## src/rtl/req_arbiter_4_v_if.sv

```systemverilog
// Request/grant bundle between the requesters and the arbiter.
// The master side drives requests; the slave side (the arbiter) drives grants.
interface req_arbiter_4_v_if;
    logic [3:0] i_req;
    logic       i_rr_mode;
    logic       i_release;
    logic [3:0] o_gnt;
    logic [1:0] o_gnt_id;
    logic       o_busy;
    logic       o_timeout;

    modport master (
        output i_req, i_rr_mode, i_release,
        input  o_gnt, o_gnt_id, o_busy, o_timeout
    );

    modport slave (
        input  i_req, i_rr_mode, i_release,
        output o_gnt, o_gnt_id, o_busy, o_timeout
    );
endinterface

```

## src/rtl/req_arbiter_4_v.sv

```systemverilog
// Registered 4-way arbiter: fixed-priority or round-robin pick,
// grant hold limit with forced release and a one-cycle cool-down.
module req_arbiter_4_v #(
    parameter int HOLD_MAX = 8
) (
    input  logic               i_clk,
    input  logic               i_rst,
    req_arbiter_4_v_if.slave   bus
);

    localparam logic [7:0] HOLD_LIM = 8'(HOLD_MAX);

    typedef enum logic [1:0] {
        IDLE  = 2'd0,
        GRANT = 2'd1,
        COOL  = 2'd2
    } state_t;

    state_t     state;
    logic [3:0] gnt_q;
    logic [1:0] gnt_id_q;
    logic       busy_q;
    logic       timeout_q;
    logic [1:0] last;
    logic [7:0] cnt;
    logic [3:0] mask;

    logic [3:0] eff;
    logic [1:0] win;
    logic [1:0] idx;
    logic       found;

    // Winner among unmasked requests under the policy chosen for this cycle.
    always_comb begin
        eff   = bus.i_req & ~mask;
        win   = 2'd0;
        idx   = 2'd0;
        found = 1'b0;
        if (bus.i_rr_mode) begin
            for (int k = 1; k <= 4; k++) begin
                idx = last + 2'(k);
                if (!found && eff[idx]) begin
                    win   = idx;
                    found = 1'b1;
                end
            end
        end else begin
            for (int k = 3; k >= 0; k--) begin
                if (eff[k]) begin
                    win   = 2'(k);
                    found = 1'b1;
                end
            end
        end
    end

    // Grant FSM; every output is a flop loaded on the state transition.
    always_ff @(posedge i_clk or posedge i_rst) begin
        if (i_rst) begin
            state     <= IDLE;
            gnt_q     <= 4'b0000;
            gnt_id_q  <= 2'd0;
            busy_q    <= 1'b0;
            timeout_q <= 1'b0;
            last      <= 2'd3;
            cnt       <= 8'd0;
            mask      <= 4'b0000;
        end else begin
            unique case (state)
                IDLE: begin
                    timeout_q <= 1'b0;
                    mask      <= 4'b0000;
                    if (found) begin
                        gnt_q    <= 4'b0001 << win;
                        gnt_id_q <= win;
                        busy_q   <= 1'b1;
                        cnt      <= 8'd1;
                        state    <= GRANT;
                    end
                end
                GRANT: begin
                    if (!bus.i_req[gnt_id_q] || bus.i_release) begin
                        gnt_q     <= 4'b0000;
                        timeout_q <= 1'b0;
                        state     <= COOL;
                    end else if (cnt == HOLD_LIM) begin
                        gnt_q           <= 4'b0000;
                        timeout_q       <= 1'b1;
                        mask[gnt_id_q]  <= 1'b1;
                        state           <= COOL;
                    end else begin
                        cnt <= cnt + 8'd1;
                    end
                end
                COOL: begin
                    last      <= gnt_id_q;
                    busy_q    <= 1'b0;
                    timeout_q <= 1'b0;
                    cnt       <= 8'd0;
                    state     <= IDLE;
                end
                default: begin
                    gnt_q     <= 4'b0000;
                    busy_q    <= 1'b0;
                    timeout_q <= 1'b0;
                    state     <= IDLE;
                end
            endcase
        end
    end

    assign bus.o_gnt     = gnt_q;
    assign bus.o_gnt_id  = gnt_id_q;
    assign bus.o_busy    = busy_q;
    assign bus.o_timeout = timeout_q;

endmodule

```

## src/flat_wrapper.sv

```systemverilog
// flat-port wrapper written by rule: the top's interface ports become plain ports
module req_arbiter_4_v_flat 
#(
    parameter int HOLD_MAX = 8
)
  (i_clk, i_rst, bus_i_req, bus_i_rr_mode, bus_i_release, bus_o_gnt, bus_o_gnt_id, bus_o_busy, bus_o_timeout);
  req_arbiter_4_v_if bus_i ();
  input  logic i_clk;
  input  logic i_rst;
  input wire logic [$bits(bus_i.i_req)-1:0] bus_i_req;
  input wire logic [$bits(bus_i.i_rr_mode)-1:0] bus_i_rr_mode;
  input wire logic [$bits(bus_i.i_release)-1:0] bus_i_release;
  output wire logic [$bits(bus_i.o_gnt)-1:0] bus_o_gnt;
  output wire logic [$bits(bus_i.o_gnt_id)-1:0] bus_o_gnt_id;
  output wire logic [$bits(bus_i.o_busy)-1:0] bus_o_busy;
  output wire logic [$bits(bus_i.o_timeout)-1:0] bus_o_timeout;
  assign bus_i.i_req = bus_i_req;
  assign bus_i.i_rr_mode = bus_i_rr_mode;
  assign bus_i.i_release = bus_i_release;
  assign bus_o_gnt = bus_i.o_gnt;
  assign bus_o_gnt_id = bus_i.o_gnt_id;
  assign bus_o_busy = bus_i.o_busy;
  assign bus_o_timeout = bus_i.o_timeout;
  req_arbiter_4_v #(.HOLD_MAX(HOLD_MAX)) u_core (.i_clk(i_clk), .i_rst(i_rst), .bus(bus_i));
endmodule
```

## config.mk

```make
export PLATFORM = sky130hd
export DESIGN_NAME = req_arbiter_4_v_flat
export DESIGN_NICKNAME = d
export VERILOG_FILES = /design/src/rtl/req_arbiter_4_v_if.sv /design/src/rtl/req_arbiter_4_v.sv /design/src/flat_wrapper.sv
export SDC_FILE = /design/constraint.sdc
export NUM_CORES = 1
export LEC_CHECK = 0
export ABC_AREA = 0
export ABC_CLOCK_PERIOD_IN_PS = 5500
export CAP_MARGIN = 20
export CORE_MARGIN = 5
export CORE_UTILIZATION = 60
export CTS_CLUSTER_DIAMETER = 50
export DETAILED_ROUTE_END_ITERATION = 10
export GPL_ROUTABILITY_DRIVEN = 0
export HOLD_SLACK_MARGIN = 0.15
export PLACE_DENSITY = 0.88
export SYNTH_ARGS = -nofsm -noshare
export SYNTH_HDL_FRONTEND = slang
export SYNTH_SLANG_ARGS = --single-unit
```

## constraint.sdc

```tcl
create_clock -name i_clk -period 5.5 [get_ports i_clk]
set_input_delay 0.55 -clock i_clk [delete_from_list [all_inputs] [get_ports i_clk]]
set_output_delay 0.55 -clock i_clk [all_outputs]
set_load 0.02 [all_outputs]
```

==> results of run 1 <==
==> layer usage <==
metal	up-vias	share of wire [%]	GRT usage, %
li1	582	-	-
met3	11	5.6	5.01
met4	0	2.3	8.74
met2	40	49	31.2
met1	608	43	25.8
met5	-	0	0
==> stage by stage <==
stage               hold slack (ns)  cell area [µm²]  worst slack (ns)  util, %  cells
floorplan                     0.452             1470              3.49        -    148
global placement              0.475             1640              3.01     68.2    190
detailed placement            0.480             1640              2.95     68.2    190
CTS                           0.497             1670              3.28     69.2    193
global route                  0.538             1670              3.15     69.2    193
finish                        0.499             1670              3.26     69.2    193
==> worst max-delay path, delay by kind of cell <==
family          cells  cell delay [ns]
simple gates        2             0.77
buf+inv             1             0.52
compound gates      3             0.66
==> where the power goes <==
group          internal, mW  switching, mW  total [mW]
clock                0.0257         0.0520      0.0777
combinational         0.168          0.212       0.380
sequential            0.226         0.0512       0.277
total                 0.420          0.315       0.734
==> logic make-up (layout without fill, tap and decap cells) <==
logic type / Yosys count / after routing
AO/OA/AOI/OAI: 45 / 45
flip-flops: 24 / 24
multiplexers: 5 / 5
AND/OR/NAND/NOR: 55 / 55
adder cells (fa/ha/maj): 6 / 6
buffers and inverters: 13 / 28
==> sequential cells by signal (all words and copies together) (netlist names) <==
| register | cells |
|---|---|
| u_core.cnt | 8 |
| u_core.bus.o_gnt_id | 2 |
| u_core.bus.o_gnt | 4 |
| u_core.state | 2 |
| u_core.bus.o_busy | 1 |
| u_core.mask | 4 |
| u_core.bus.o_timeout | 1 |
| u_core.last | 2 |
==> cell type report <==
type                            count  area (µm²)
Clock buffer                        3        22.5
Sequential cell                    24         603
Fill cell                         194         743
Multi-Input combinational cell    111         816
Timing Repair Buffer               15         150
Inverter                           10        37.5
Tap cell                           30        37.5
==> cell usage in the layout, fill, tap and decap left out, drive strengths merged, types with 2 or more instances in the layout <==
| cell type | netlist | routed |
|---|---|---|
| ha | 6 | 6 |
| a31oi | 12 | 12 |
| nor3b | 2 | 2 |
| and3 | 3 | 3 |
| nand3b | 3 | 3 |
| o21a | 5 | 5 |
| or3b | 2 | 2 |
| clkbuf | 3 | 3 |
| nor4 | 2 | 2 |
| o22ai | 2 | 2 |
| mux2 | 3 | 3 |
| dfstp | 2 | 2 |
| nor2b | 7 | 7 |
| clkdlybuf4s50 | 0 | 15 |
| a21oi | 5 | 5 |
| nand2b | 3 | 3 |
| nand2 | 11 | 11 |
| o2bb2ai | 2 | 2 |
| inv | 10 | 10 |
| and2 | 3 | 3 |
| nor2 | 14 | 14 |
| dfrtp | 22 | 22 |
| o21ai | 7 | 7 |
==> path summary, 6_finish.rpt <==
check	from	end	slack, ns	cells past startpoint
max	bus_i_req[3]	u_core.bus.o_gnt[2]	3.26	6
min	u_core.cnt[7]	u_core.cnt[7]	0.50	1
max in group asynchronous	i_rst	u_core.cnt[4]	4.20	2
max reg2reg	u_core.cnt[0]	u_core.bus.o_gnt[2]	3.37	7
min in group asynchronous	i_rst	u_core.bus.o_gnt[0]	0.73	2
min reg2reg	u_core.cnt[7]	u_core.cnt[7]	0.50	1
==> results.md, run 1 <==
* Outcome: complete, no violations
* Combinational family with the most area after synthesis: compound AO/OA/AOI/OAI gates
* Crit path max-delay cell type: clkdlybuf4s50_1
* Drt drc at 0
* CP most frequent cell: or3b_1
* Post-Syn Instances at 148
* Setup TNS at 0 ns
* Top cells by area, synth: dfrtp_1, ha_1, a31oi_1, dfstp_2, nor2_1
* Mapped Area at 1470 µm²
* Tmin final at 2.24 ns
* # IOs at 16
* Setup Skew at 0.00219 ns
* Post-synth top flop: dfrtp_1
* Worst setup path category: primary input to flop
* Final #Nets at 179
* Largest stage delay, worst path at 0.52 ns
* WP data required at 5.75 ns
* Clock buffer depth at 2
* Core area at 2410 µm²
* F_max at 446 MHz
* Die footprint at 3540 µm²
* Final antenna-violating net count at 0
* Clock Latency Late Sink at 0.32 ns
* Synth area leader: dfrtp_1
* First-pass GRT wire length at 5370 µm
* Die height at 59.5 µm
* Vias/cell at 6.43
* Die W at 59.5 µm
* Yosys reg bits at 24
* CTS H-tree depth at 1
* Worst Path Max Fanout at 5
* Synth Area in Simple Gates at 21.5%
* Rel. slew slack at 37.6%
* Adder-Cell Fraction of Synth Area at 5.12%
* Hold Buf Count CTS at 0
* TritonCTS clock tree: built
* Routed length per placed instance at 16.2 µm
* Inserted Clock Buffers at 3
* Port bufs at 15
* Pin count of the biggest net entering global routing at 25
* Compound-gate portion of the synthesized area at 24.5%
* CTS sink cnt at 24
* Setup Buffers After CTS at 0
* Root Driver: clkbuf_4
* Static Leakage at 0.698 nW
* Maximum vdd ir drop at 0.356 mV
* Post-synthesis mux area share at 4.52%
* Post-synth EDFFs at 0
* Initial core utilization at 60.9%
* Initial antenna violation count at 0
* Slew at the pin closest to its max-slew limit at 0.936 ns
* Worst-path cell chain: clkdlybuf4s50_1, or3b_1, a221oi_1, o22ai_1, or3b_1, o2bb2ai_2
* Tot GR Track Use at 19.9%
* Tcrit/Tclk final at 40.8%
* Post-synth ARST share at 100%
* Max Cap Viol at 0
* Vias at 1241
* Post-synthesis sequential area ratio at 41.1%
* Power per cell area at 441 nW/µm²
* Netlist cell types at 49
* RSZ-0062 raised after global routing: false
* Arrival @ worst endpoint at 2.50 ns
* Cell with the most instances after synthesis: dfrtp_1
* Post-synthesis xor/xnor area fraction at 0%
* Final setup vio count at 0
* Post-CTS Resized at 0
* Setup crit end kind: flop
* Commonest cells in the synthesized netlist: dfrtp_1, nor2_1, a31oi_1, nand2_1, inv_1
* Number of detailed-route iterations in the first pass at 4
* Max Slew Vio Count at 0
* Syn nets at 162
* Vias in the first global route at 1207
* Ant diodes at 0
* Initial drt markers at 57
* Std cell rows at 18
* Layout cells sized above 1 at 10.4%
* Top cell type's share of synthesized area at 37.5%
* Startpoint Class: primary input
* Post-Syn Area per Cell at 9.92 µm²
* HP Class: flop to flop
* Clock slew at reported path FFs at 0.13 ns
* DP Wirelength at 2330 µm
* Syn. warnings at 0
* Syn-to-layout area delta at 13.6%
* Endpoints failing hold at 0
* Aggregate global routing overflow at 0
* WL final at 3130 µm
* Total power at 0.734 mW
Power figures use the tool's default switching activity.
==> run 2: changes to the inputs <==
--- a/config.mk
+++ b/config.mk
@@ -6,15 +6,15 @@
 export NUM_CORES = 1
 export LEC_CHECK = 0
 export ABC_AREA = 0
-export ABC_CLOCK_PERIOD_IN_PS = 5500
+export ABC_CLOCK_PERIOD_IN_PS = 2000
 export CAP_MARGIN = 20
 export CORE_MARGIN = 5
-export CORE_UTILIZATION = 60
+export CORE_UTILIZATION = 50
 export CTS_CLUSTER_DIAMETER = 50
 export DETAILED_ROUTE_END_ITERATION = 10
 export GPL_ROUTABILITY_DRIVEN = 0
 export HOLD_SLACK_MARGIN = 0.15
-export PLACE_DENSITY = 0.88
+export PLACE_DENSITY = 0.79
 export SYNTH_ARGS = -nofsm -noshare
 export SYNTH_HDL_FRONTEND = slang
 export SYNTH_SLANG_ARGS = --single-unit
==> constraint.sdc (replaced) <==
create_clock -name i_clk -period 2 [get_ports i_clk]
set_input_delay 0.2 -clock i_clk [delete_from_list [all_inputs] [get_ports i_clk]]
set_output_delay 0.2 -clock i_clk [all_outputs]
set_load 0.02 [all_outputs]
==> results.md, run 2 (synthesized netlist as in run 1, its figures left out) <==
* Outcome: complete, no violations
* Most Crowded Layer GR: met2
* Static Leakage at 0.814 nW
* Met1 GRT Util at 21.8%
* Initial core utilization at 52.8%
* Syn-to-layout area delta at 27.4%
* Crit path max-delay cell type: dfrtp_1
* Max reg flops at 8
* Max Cap Viol at 0
* Final setup vio count at 0
* Most frequent cells in the layout: buf_4, dfrtp_1, clkdlybuf4s50_1
* Initial antenna violation count at 0
* Die footprint at 4120 µm²
* DP Wirelength at 2600 µm
* Tmin final at 1.91 ns
* Area post-placement at 1780 µm²
* Setup Skew at 0.0101 ns
* Endpoints failing hold at 0
* Min Hold Slack at 0.200 ns
* Delay-heaviest family, CP: simple AND/OR/NAND/NOR gates
* CTS H-tree depth at 1
* HP Class: primary input to asynchronous set/reset pin
* TritonCTS clock tree: built
* First-pass GRT wire length at 5780 µm
* Number of detailed-route iterations in the first pass at 4
* CTS sink cnt at 24
* Tot GR Track Use at 17.4%
* Clock slew at reported path FFs at 0.13 ns
* Ant diodes at 0
* Final WS setup at 0.0929 ns
* Drt drc at 0
* Power per cell area at 1200 nW/µm²
* Routed length per placed instance at 15.5 µm
* Maximum vdd ir drop at 0.958 mV
* Arrival @ worst endpoint at 2.15 ns
* Aggregate global routing overflow at 0
* Root Driver: clkbuf_4
* Layout cells sized above 1 at 23.7%
* WL final at 3370 µm
* Vias/cell at 5.94
* Clock buffer depth at 2
* Vias in the first global route at 1289
* Place WS at -0.187 ns
* Die height at 64.2 µm
* Core area at 2780 µm²
* # IOs at 16
* GR Layer Usage met2 at 29.3%
* Worst Path Buf+Inv at 1
* WP data required at 2.25 ns
* Port bufs at 15
* Inserted Clock Buffers at 3
* Worst setup path category: flop to flop
* Setup crit end kind: flop
* Hold Buf Count CTS at 0
* Initial drt markers at 156
* Startpoint Class: flop
* Pin count of the biggest net entering global routing at 15
* Worst-path cell chain: inv_1, ha_1, nor4bb_4, nand2_1, a31oi_4, or3b_1, o2bb2ai_2
* F_max at 524 MHz
* Clock Latency Late Sink at 0.32 ns
* Leading cell type in the layout, fill and taps excluded: buf_4
* Max Slew Vio Count at 0
* Largest register by flop count: u_core.cnt
* Worst Path Max Fanout at 3
* Final instance area at 1870 µm²
* Routing usage on met3 at 2.80%
* Slew at the pin closest to its max-slew limit at 0.535 ns
* Largest stage delay, worst path at 0.42 ns
* Final antenna-violating net count at 0
* Std cell rows at 19
* Final #Nets at 201
* Vias at 1288
* Die W at 64.2 µm
* Tcrit/Tclk final at 95.4%
* Rel. slew slack at 64.3%
==> run 2: cell types whose count changed in the layout (fill, tap and decap cells not counted), sizes merged <==
cell    before  now
buf          0   22
clkbuf       3    4
==> run 2: repair_timing <==
item / CTS / global route
resized for setup: 1 / 4
setup buffers: 0 / 4
hold endpoints to repair: 0 / 0
setup endpoints to repair: 1 / 11
pin swaps: 1 / 2
==> run 2: area by class of cell <==
| type | count | area, µm² |
|---|---|---|
| well taps | 31 | 38.8 |
| inverters | 10 | 37.5 |
| multi-input cells | 111 | 847 |
| fillers | 230 | 912 |
| flip-flops and latches | 24 | 604 |
| repair buffers | 37 | 315 |
| clock buffers | 4 | 26.3 |
==> run 2: report_power, final <==
part | switching, mW | internal, mW | total, mW
combinational | 0.663 | 0.633 | 1.30
clock | 0.143 | 0.0781 | 0.221
sequential | 0.108 | 0.624 | 0.732
total | 0.914 | 1.33 | 2.25
==> run 2: per-layer routing <==
metal	part of all wire, %	routed length, µm
met4	3.3	110
met3	4.4	149
met1	44	1480
met2	48	1630
met5	0	0
==> run 2: per-stage QoR <==
stage                     setup TNS (ns)  power (mW)  util, %  cells
after floorplan                        0        1.50        -    148
after CTS                              0        2.18     65.2    213
after global routing             -0.0341        2.42     67.2    217
after global placement            -0.469        1.90     64.1    209
after detailed placement           -1.43        1.95     64.1    209
final                                  0        2.25     67.2    217
==> run 2: path summary, 6_finish.rpt <==
check | from | endpoint | slack, ns | cells past startpoint
setup / recovery | u_core.cnt[1] | u_core.bus.o_gnt[2] | 0.09 | 7
hold / removal | i_rst | u_core.mask[1] | 0.20 | 2
setup reg to reg | u_core.cnt[1] | u_core.bus.o_gnt[2] | 0.09 | 7
hold reg to reg | u_core.bus.o_gnt[1] | u_core.bus.o_gnt[1] | 0.52 | 1
max in group asynchronous | i_rst | u_core.state[0] | 1.24 | 3
min in group i_clk | u_core.bus.o_gnt[1] | u_core.bus.o_gnt[1] | 0.52 | 1
==> run 2: worst register-to-register path: stages (launching register included) <==
cell       delay [ns]
dfrtp_1          0.42
inv_1            0.09
ha_1             0.15
nor4bb_4         0.30
nand2_1          0.16
a31oi_4          0.21
or3b_1           0.38
o2bb2ai_2        0.13
==> run 3: changes to the inputs <==
--- a/config.mk
+++ b/config.mk
@@ -7,7 +7,6 @@
 export LEC_CHECK = 0
 export ABC_AREA = 0
 export ABC_CLOCK_PERIOD_IN_PS = 2000
-export CAP_MARGIN = 20
 export CORE_MARGIN = 5
 export CORE_UTILIZATION = 50
 export CTS_CLUSTER_DIAMETER = 50
==> results of run 3 <==
The final DEF is identical to that of run 2; final timing and power are the same.
